File: src/rtl/serial_adder.sv
// Bit-serial adder: one full-adder cell, LSB first, one bit per clock.
// Valid/ready handshake on both the operand side and the result side.
//
// Ports:
//   clk, rst_n           clock, async active-low reset
//   in_valid / in_ready  operand handshake (in_ready high only in IDLE)
//   a, b, cin            operands, sampled only on the accept edge
//   out_valid/out_ready  result handshake (out_valid high only in DONE)
//   sum, cout            registered a+b+cin, held after handoff
//   ovf                  signed overflow, only with SERIAL_ADDER_OVF_EN

module fa_cell (
    input  logic a_i,
    input  logic b_i,
    input  logic c_i,
    output logic s_o,
    output logic c_o
);
    assign s_o = a_i ^ b_i ^ c_i;
    assign c_o = (a_i & b_i) | (a_i & c_i) | (b_i & c_i);
endmodule

module serial_adder #(
    parameter int WIDTH = 8
) (
    input  logic             clk,
    input  logic             rst_n,
    input  logic             in_valid,
    output logic             in_ready,
    input  logic [WIDTH-1:0] a,
    input  logic [WIDTH-1:0] b,
    input  logic             cin,
    output logic             out_valid,
    input  logic             out_ready,
    output logic [WIDTH-1:0] sum,
`ifdef SERIAL_ADDER_OVF_EN
    output logic             ovf,
`endif
    output logic             cout
);

    localparam int CW = $clog2(WIDTH) + 1;
    localparam logic [CW-1:0] LAST = CW'(WIDTH - 1);

    typedef enum logic [1:0] {
        IDLE = 2'd0,
        RUN  = 2'd1,
        DONE = 2'd2
    } state_t;

    state_t           state_q, state_d;
    logic [WIDTH-1:0] a_sh_q, a_sh_d;
    logic [WIDTH-1:0] b_sh_q, b_sh_d;
    logic [WIDTH-1:0] res_q, res_d;
    logic [WIDTH-1:0] sum_q, sum_d;
    logic [CW-1:0]    cnt_q, cnt_d;
    logic             carry_q, carry_d;
    logic             cout_q, cout_d;
`ifdef SERIAL_ADDER_OVF_EN
    logic             ovf_q, ovf_d;
`endif

    logic             fa_s;
    logic             fa_c;
    logic [WIDTH-1:0] res_nxt;

    fa_cell u_fa (
        .a_i (a_sh_q[0]),
        .b_i (b_sh_q[0]),
        .c_i (carry_q),
        .s_o (fa_s),
        .c_o (fa_c)
    );

    // New sum bit enters at the MSB; after WIDTH shifts bit 0 lands at LSB.
    generate
        if (WIDTH == 1) begin : g_res1
            assign res_nxt = fa_s;
        end else begin : g_resn
            assign res_nxt = {fa_s, res_q[WIDTH-1:1]};
        end
    endgenerate

    always_ff @(posedge clk or negedge rst_n) begin
        if (!rst_n) begin
            state_q <= IDLE;
            a_sh_q  <= '0;
            b_sh_q  <= '0;
            res_q   <= '0;
            sum_q   <= '0;
            cnt_q   <= '0;
            carry_q <= 1'b0;
            cout_q  <= 1'b0;
`ifdef SERIAL_ADDER_OVF_EN
            ovf_q   <= 1'b0;
`endif
        end else begin
            state_q <= state_d;
            a_sh_q  <= a_sh_d;
            b_sh_q  <= b_sh_d;
            res_q   <= res_d;
            sum_q   <= sum_d;
            cnt_q   <= cnt_d;
            carry_q <= carry_d;
            cout_q  <= cout_d;
`ifdef SERIAL_ADDER_OVF_EN
            ovf_q   <= ovf_d;
`endif
        end
    end

    always_comb begin
        state_d = state_q;
        a_sh_d  = a_sh_q;
        b_sh_d  = b_sh_q;
        res_d   = res_q;
        sum_d   = sum_q;
        cnt_d   = cnt_q;
        carry_d = carry_q;
        cout_d  = cout_q;
`ifdef SERIAL_ADDER_OVF_EN
        ovf_d   = ovf_q;
`endif
        unique case (state_q)
            IDLE: begin
                if (in_valid) begin
                    a_sh_d  = a;
                    b_sh_d  = b;
                    carry_d = cin;
                    cnt_d   = '0;
                    state_d = RUN;
                end
            end
            RUN: begin
                carry_d = fa_c;
                a_sh_d  = a_sh_q >> 1;
                b_sh_d  = b_sh_q >> 1;
                res_d   = res_nxt;
                cnt_d   = cnt_q + CW'(1);
                if (cnt_q == LAST) begin
                    sum_d   = res_nxt;
                    cout_d  = fa_c;
`ifdef SERIAL_ADDER_OVF_EN
                    // carry_q is the carry into the MSB on the last bit
                    ovf_d   = carry_q ^ fa_c;
`endif
                    state_d = DONE;
                end
            end
            DONE: begin
                if (out_ready) begin
                    state_d = IDLE;
                end
            end
            default: begin
                state_d = IDLE;
            end
        endcase
    end

    assign in_ready  = (state_q == IDLE);
    assign out_valid = (state_q == DONE);
    assign sum       = sum_q;
    assign cout      = cout_q;
`ifdef SERIAL_ADDER_OVF_EN
    assign ovf       = ovf_q;
`endif

endmodule

File: config.mk
export PLATFORM = sky130hd
export DESIGN_NAME = serial_adder
export DESIGN_NICKNAME = d
export VERILOG_FILES = /design/src/rtl/serial_adder.sv
export SDC_FILE = /design/constraint.sdc
export NUM_CORES = 1
export LEC_CHECK = 0
export BUFFER_PORTS_ARGS = -buffer_cell sky130_fd_sc_hd__buf_4
export CORE_ASPECT_RATIO = 0.5
export CORE_MARGIN = 10
export CORE_UTILIZATION = 58
export CTS_CLUSTER_DIAMETER = 200
export CTS_CLUSTER_SIZE = 10
export DETAILED_ROUTE_END_ITERATION = 12
export GPL_TIMING_DRIVEN = 0
export PLACE_DENSITY = 0.83
export SETUP_SLACK_MARGIN = 0.05
export SLEW_MARGIN = 20
export SYNTH_ARGS = -nofsm -noshare
export SYNTH_HDL_FRONTEND = slang
export SYNTH_SLANG_ARGS = --single-unit
File: constraint.sdc
create_clock -name clk -period 3.5 [get_ports clk]
set_input_delay 0.35 -clock clk [delete_from_list [all_inputs] [get_ports clk]]
set_output_delay 0.35 -clock clk [all_outputs]
set_load 0.01 [all_outputs]
======== Word-level counts from Yosys, hierarchy flattened ========
Index checks and enable logic that the tools add are counted.
word-level totals
  register bits after elaboration ......... 40
  bits in latches ......................... 0
  memory bits (writable) .................. 0
  memory bits (read-only) ................. 0
  input port bits ......................... 21
  output and inout port bits .............. 11
  logic and storage cells ................. 39
  memories kept ........................... 0
operators by class
  add/sub/neg operators ................... 1
  multipliers ............................. 0
  div/mod/pow operators ................... 0
  magnitude comparators ................... 0
  eq/ne operators ......................... 6
  shifts and indexed selects .............. 0
  mux-type cells .......................... 12
  bitwise logic cells ..................... 7
  reduce and logical (&&, ||, !) cells .... 5
operator list
  operator               number
  $pmux W8 S2            2
  $mux W8                2
  $pmux W4 S2            1
  $mux W2                3
  $pmux W2 S3            1
  $add A4 B1 Y4 const B  1
  $eq A4 B3 Y1 const B   1
  $mux W4                1
  $ne A2 B2 Y1 const B   2
  $reduce_and A2 Y1      2
  $and A1 B1 Y1          3
  $reduce_and A3 Y1      1
  $eq A2 B1 Y1 const B   1
  $eq A2 B2 Y1 const B   1
  $logic_not A2 Y1       1
  $ne A2 B1 Y1 const B   1
  $or A1 B1 Y1           2
  $pmux W1 S2            1
  $reduce_bool A2 Y1     1
  $xor A1 B1 Y1          2
  $mux W1                1

======== Depth between registers and ports, before layout ========
  depth after elaboration ................. 4
  gate-level depth with buffers ........... 4
  mapped depth without buffers ............ 4

======== Hierarchy ========
From an unflattened synthesis, not the netlist that was laid out.
unflattened totals
  cells, all modules ...................... 158
  area, all modules ....................... 1,700.4 µm²
modules (own cells, without submodules)
  module        times used  cells an instance  area an instance (µm²)  seq. area each (µm²)
  serial_adder  1           157                1,680.4                 975.9
  fa_cell       1           1                  20.0                    0.0

======== Least setup slack after synthesis ========
Ideal clock, no wire load.
  path kind ............................... reg-to-reg
  start ................................... reg state_q[1]
  end ..................................... reg cout_q (netlist: cout)
  library setup time ...................... 0.125 ns
  arrival ................................. 1.382 ns
  required time ........................... 3.375 ns
  setup slack ............................. 1.994 ns
  cell stages (with the launch flop) ...... 5
  path buffers ............................ 1
  period minus slack after synthesis ...... 1.506 ns
  cells stage by stage .................... dfrtp_1 > nand2b_1 > buf_6 > nor3_4 > mux2_2
on the way
  cells in the longest elaborated chain, start to end .. 2
RTL lines
  what                         line  source
  start: declaration           51    state_t state_q, state_d;
  start signal: assignment     98    state_q <= state_d;
  $eq A2 B1 Y1                 124   unique case (state_q)
  $reduce_and A2 Y1 (no line)  n/a
  end signal: assignment       105   cout_q <= cout_d;
  end: declaration             58    logic cout_q, cout_d;
No other way between the ends.
A chain may end at the register's enable or synchronous reset.

======== Worst setup path in the final report ========
  start ................................... reg state_q[1]
  end ..................................... out in_ready
on the way
  cells in the longest elaborated chain, start to end .. 1
RTL lines
  what              line  source
  $logic_not A2 Y1  161   assign in_ready = (state_q == IDLE);
  end: declaration  29    output logic in_ready,
No other way between the ends.

==> impl_metrics.csv <==
group,metric,value,unit
min_path,hold_path.class,"primary input to asynchronous set/reset pin",
synth,avgSynthCellArea,10.3,µm²
clock_network,cts_root_buffer,"clkbuf_8",
synth,synth_mux_area_frac,0.0576,
synth,synth_edf_count,0,
detailed_routing,wirelength,4070,µm
synth,ys_warn_count,0,
setup_path,worstPathArrival,1.75,ns
setup_path,required,3.15,ns
setup_path,startpoint_type,"flop",
floorplan,design.core.area,2750,µm²
final_layout,nets,231,
clock_network,cts_buffers,5,
setup_path,worstRegToRegCells,4,
synth,synth_adder_area_share,0.0185,
grt,grt_pass1_wl,7070,µm
pwr,irDropWorstVdd,0.458,mV
floorplan,die_width,97.9,µm
timing,worst_slew_pin_slew,0.591,ns
pwr,switching_share,0.384,
clock_network,path_clk_slew,0.08,ns
final_layout,drive_gt1_frac,0.244,
setup_path,crit_chain,"clkbuf_1 > clkbuf_1 > nor2_1 > buf_4",
detailed_routing,vias,1391,
final_layout,antennaDiodeCount,0,
synth,yosys_most_used_dff,"dfrtp_1",
clock_network,htree_levels,2,
clock_network,clock-sinks,39,
placement,hpwl,2970,µm
timing,slew_headroom,0.605,
timing,setup_tns,0,ns
detailed_routing,drtIter0Drc,61,
synth,ys_seq_area_frac,0.555,
setup_path,cp_common_cell,"clkbuf_1",
detailed_routing,drc,0,
run_status,status,"complete, no violations",
final_layout,postLayoutCoreUtil,0.772,
setup_path,cp_slowest_stage_delay,0.44,ns
timing,fin_worst_hold_slack,0.00899,ns
floorplan,initial_core_util,0.640,
grt,antenna_found_initial,0,
grt,grt_max_degree,40,
setup_path,rrSetupSlack,1.81,ns
clock_network,cts_hold_buf,0,
pwr,leakagePower,1.00,nW
synth,synth_common_cells,"dfrtp_1 (39), nand2_1 (28), o21ai_0 (18), nor2b_1 (17), a21oi_1 (16)",
synth,syn_area,1760,µm²
synth,syn_nets,193,
synth,synthTopCellsByArea,"dfrtp_1 (55%), nor2b_1 (6.0%), nand2_1 (6.0%), mux2_2 (5.8%), a22oi_1 (5.5%)",
timing,setup_viol,0,
synth,synth_top_family_by_area,"compound AO/OA/AOI/OAI gates",
grt,gr-total-overflow,0,
setup_path,rr_endpoint,"sum[4]",
synth,synth_top_area_share,0.555,
setup_path,path_max_fanout,10,
final_layout,area_delta_synth_final,20.7,%
detailed_routing,postRouteAntennaNets,0,
floorplan,row_count,13,
clock_network,cts_tree,"yes",
placement,port_buffers,31,
final_layout,stdcell_count,246,
detailed_routing,viasPerCell,5.65,
detailed_routing,wire_per_inst,16.5,µm
clock_network,clock_latency,0.30,ns
timing,period_share,0.599,
placement,dpl.cell_count,238,
floorplan,dieArea,5770,µm²
clock_network,clockBufferDepth,2,
floorplan,ioPinCount,32,
job,maxCapViolCount,0,
pwr,internal_power,0.00108,W
setup_path,cp_top_family,"buffers and inverters",
timing,slew_viol_final,0,
synth,yosysTopAreaCell,"dfrtp_1",
timing,finClkSkew,0.00562,ns
synth,synthXorXnorAreaFrac,0,
placement,place_congestion,0.750,
synth,synth_compound_area_frac,0.183,
floorplan,die_h,58.9,µm
pwr,switching_power,0.000673,W
setup_path,critPathBufInv,3,
synth,async_flop_share,1.00,
pwr,power.clock.fraction,0.174,
timing,rsz0062_at_grt,"no",
setup_path,r2r_start,"state_q[1]",
setup_path,worst-setup-path-type,"flop to output port",
setup_path,crit_path_end_kind,"output port",
setup_path,crit_slowest_cell,"dfrtp_1",
timing,fmax,477,MHz
grt,grtUsageTotal,0.149,
pwr,powerDensity,826,nW/µm²
grt,grt_pass1_vias,1534,
pwr,seqPwrFrac,0.441,
synth,synthCells,170,
synth,synth.distinct_cells,25,
synth,synth.most_common_cell,"dfrtp_1",
synth,ys_ff_latch,39,
timing,post-route-min-period,2.10,ns
clock_network,cts_resized,0,
detailed_routing,drtPass1Iterations,4,
synth,yosys.area_share.simple,0.154,
timing,finalHoldViolations,0,
pwr,comb_power_share,0.385,
clock_network,post_cts_buffers,0,
-- state kept, by name, indices dropped and copies added, names as in the netlist --
name     cells
state_q      2
sum          8
cnt_q        4
b_sh_q       8
res_q        7
carry_q      1
cout         1
a_sh_q       8
-- routing by layer --
metal | global-route usage | vias up | routed length, µm
met4 | 0.0453 | 0 | 42
met1 | 0.171 | 675 | 1780
met3 | 0.0466 | 6 | 250
li1 | - | 670 | -
met5 | 0 | - | 0
met2 | 0.264 | 40 | 2000
-- cell families (layout without fill, tap and decap cells) --
kind of cell	Yosys count	in the layout
flip-flops	39	39
multiplexers	9	9
buffers and inverters	12	51
AO/OA/AOI/OAI	54	54
AND/OR/NAND/NOR	54	54
adder cells (fa/ha/maj)	2	2
-- how the worst max path moves through the flow --
stage / from / end / slack [ns] / depth (start not counted)
after floorplan: state_q[1] / cout / 1.99 / 4
after global placement: state_q[1] / in_ready / 1.76 / 4
after detailed placement: state_q[1] / in_ready / 1.74 / 4
after CTS: state_q[1] / in_ready / 1.41 / 4
after global routing: state_q[1] / in_ready / 1.26 / 4
final: state_q[1] / in_ready / 1.40 / 4
-- cell type report --
cell class | count | area [µm²]
fillers | 208 | 626
flip-flops and latches | 39 | 976
clock inverters | 2 | 12.5
repair buffers | 31 | 233
inverters | 3 | 11.3
multi-input cells | 119 | 728
clock buffers | 6 | 72.6
plain buffers | 9 | 43.8
well taps | 37 | 46.3
-- power groups by stage --
| stage | combinational, W | sequential [W] | clock [W] |
|---|---|---|---|
| 4_1_cts | 0.000683 | 0.000771 | 0.000308 |
| 5_1_grt | 0.000763 | 0.000799 | 0.000329 |
| 2_1_floorplan | 0.000435 | 0.000761 | 0 |
| 3_3_place_gp | 0.000644 | 0.000763 | 0 |
| 6_report | 0.000676 | 0.000773 | 0.000305 |
| 3_5_place_dp | 0.000683 | 0.000779 | 0 |
-- stage by stage --
step	worst slack (ns)	total power [W]	cell area, µm²
detailed placement	1.74	0.00146	2040
global route	1.26	0.00189	2120
floorplan	1.99	0.00120	1760
global placement	1.76	0.00141	2040
finish	1.40	0.00175	2120
CTS	1.41	0.00176	2120
-- cells in the final DEF (no fill, tap or decap) --
cell type   instances
nand3_1             2
o21ai_0            18
ha_1                1
nand2_1            28
a32o_1              1
clkbuf_8            5
buf_6               1
and2_1              2
o311ai_0            1
inv_1               3
a21o_1              1
fa_1                1
buf_2               2
nor2b_1            17
a22oi_1            13
nor2_1              2
dfrtp_1            39
clkbuf_1            7
clkinvlp_4          1
a22o_1              1
mux2_2              9
clkinv_2            1
buf_4              31
nor3b_1             1
a21oi_1            16
a31oi_1             2
o21bai_1            1
nor3_4              1
nand2b_1            1
No activity file was read; power rests on OpenSTA's default activity.
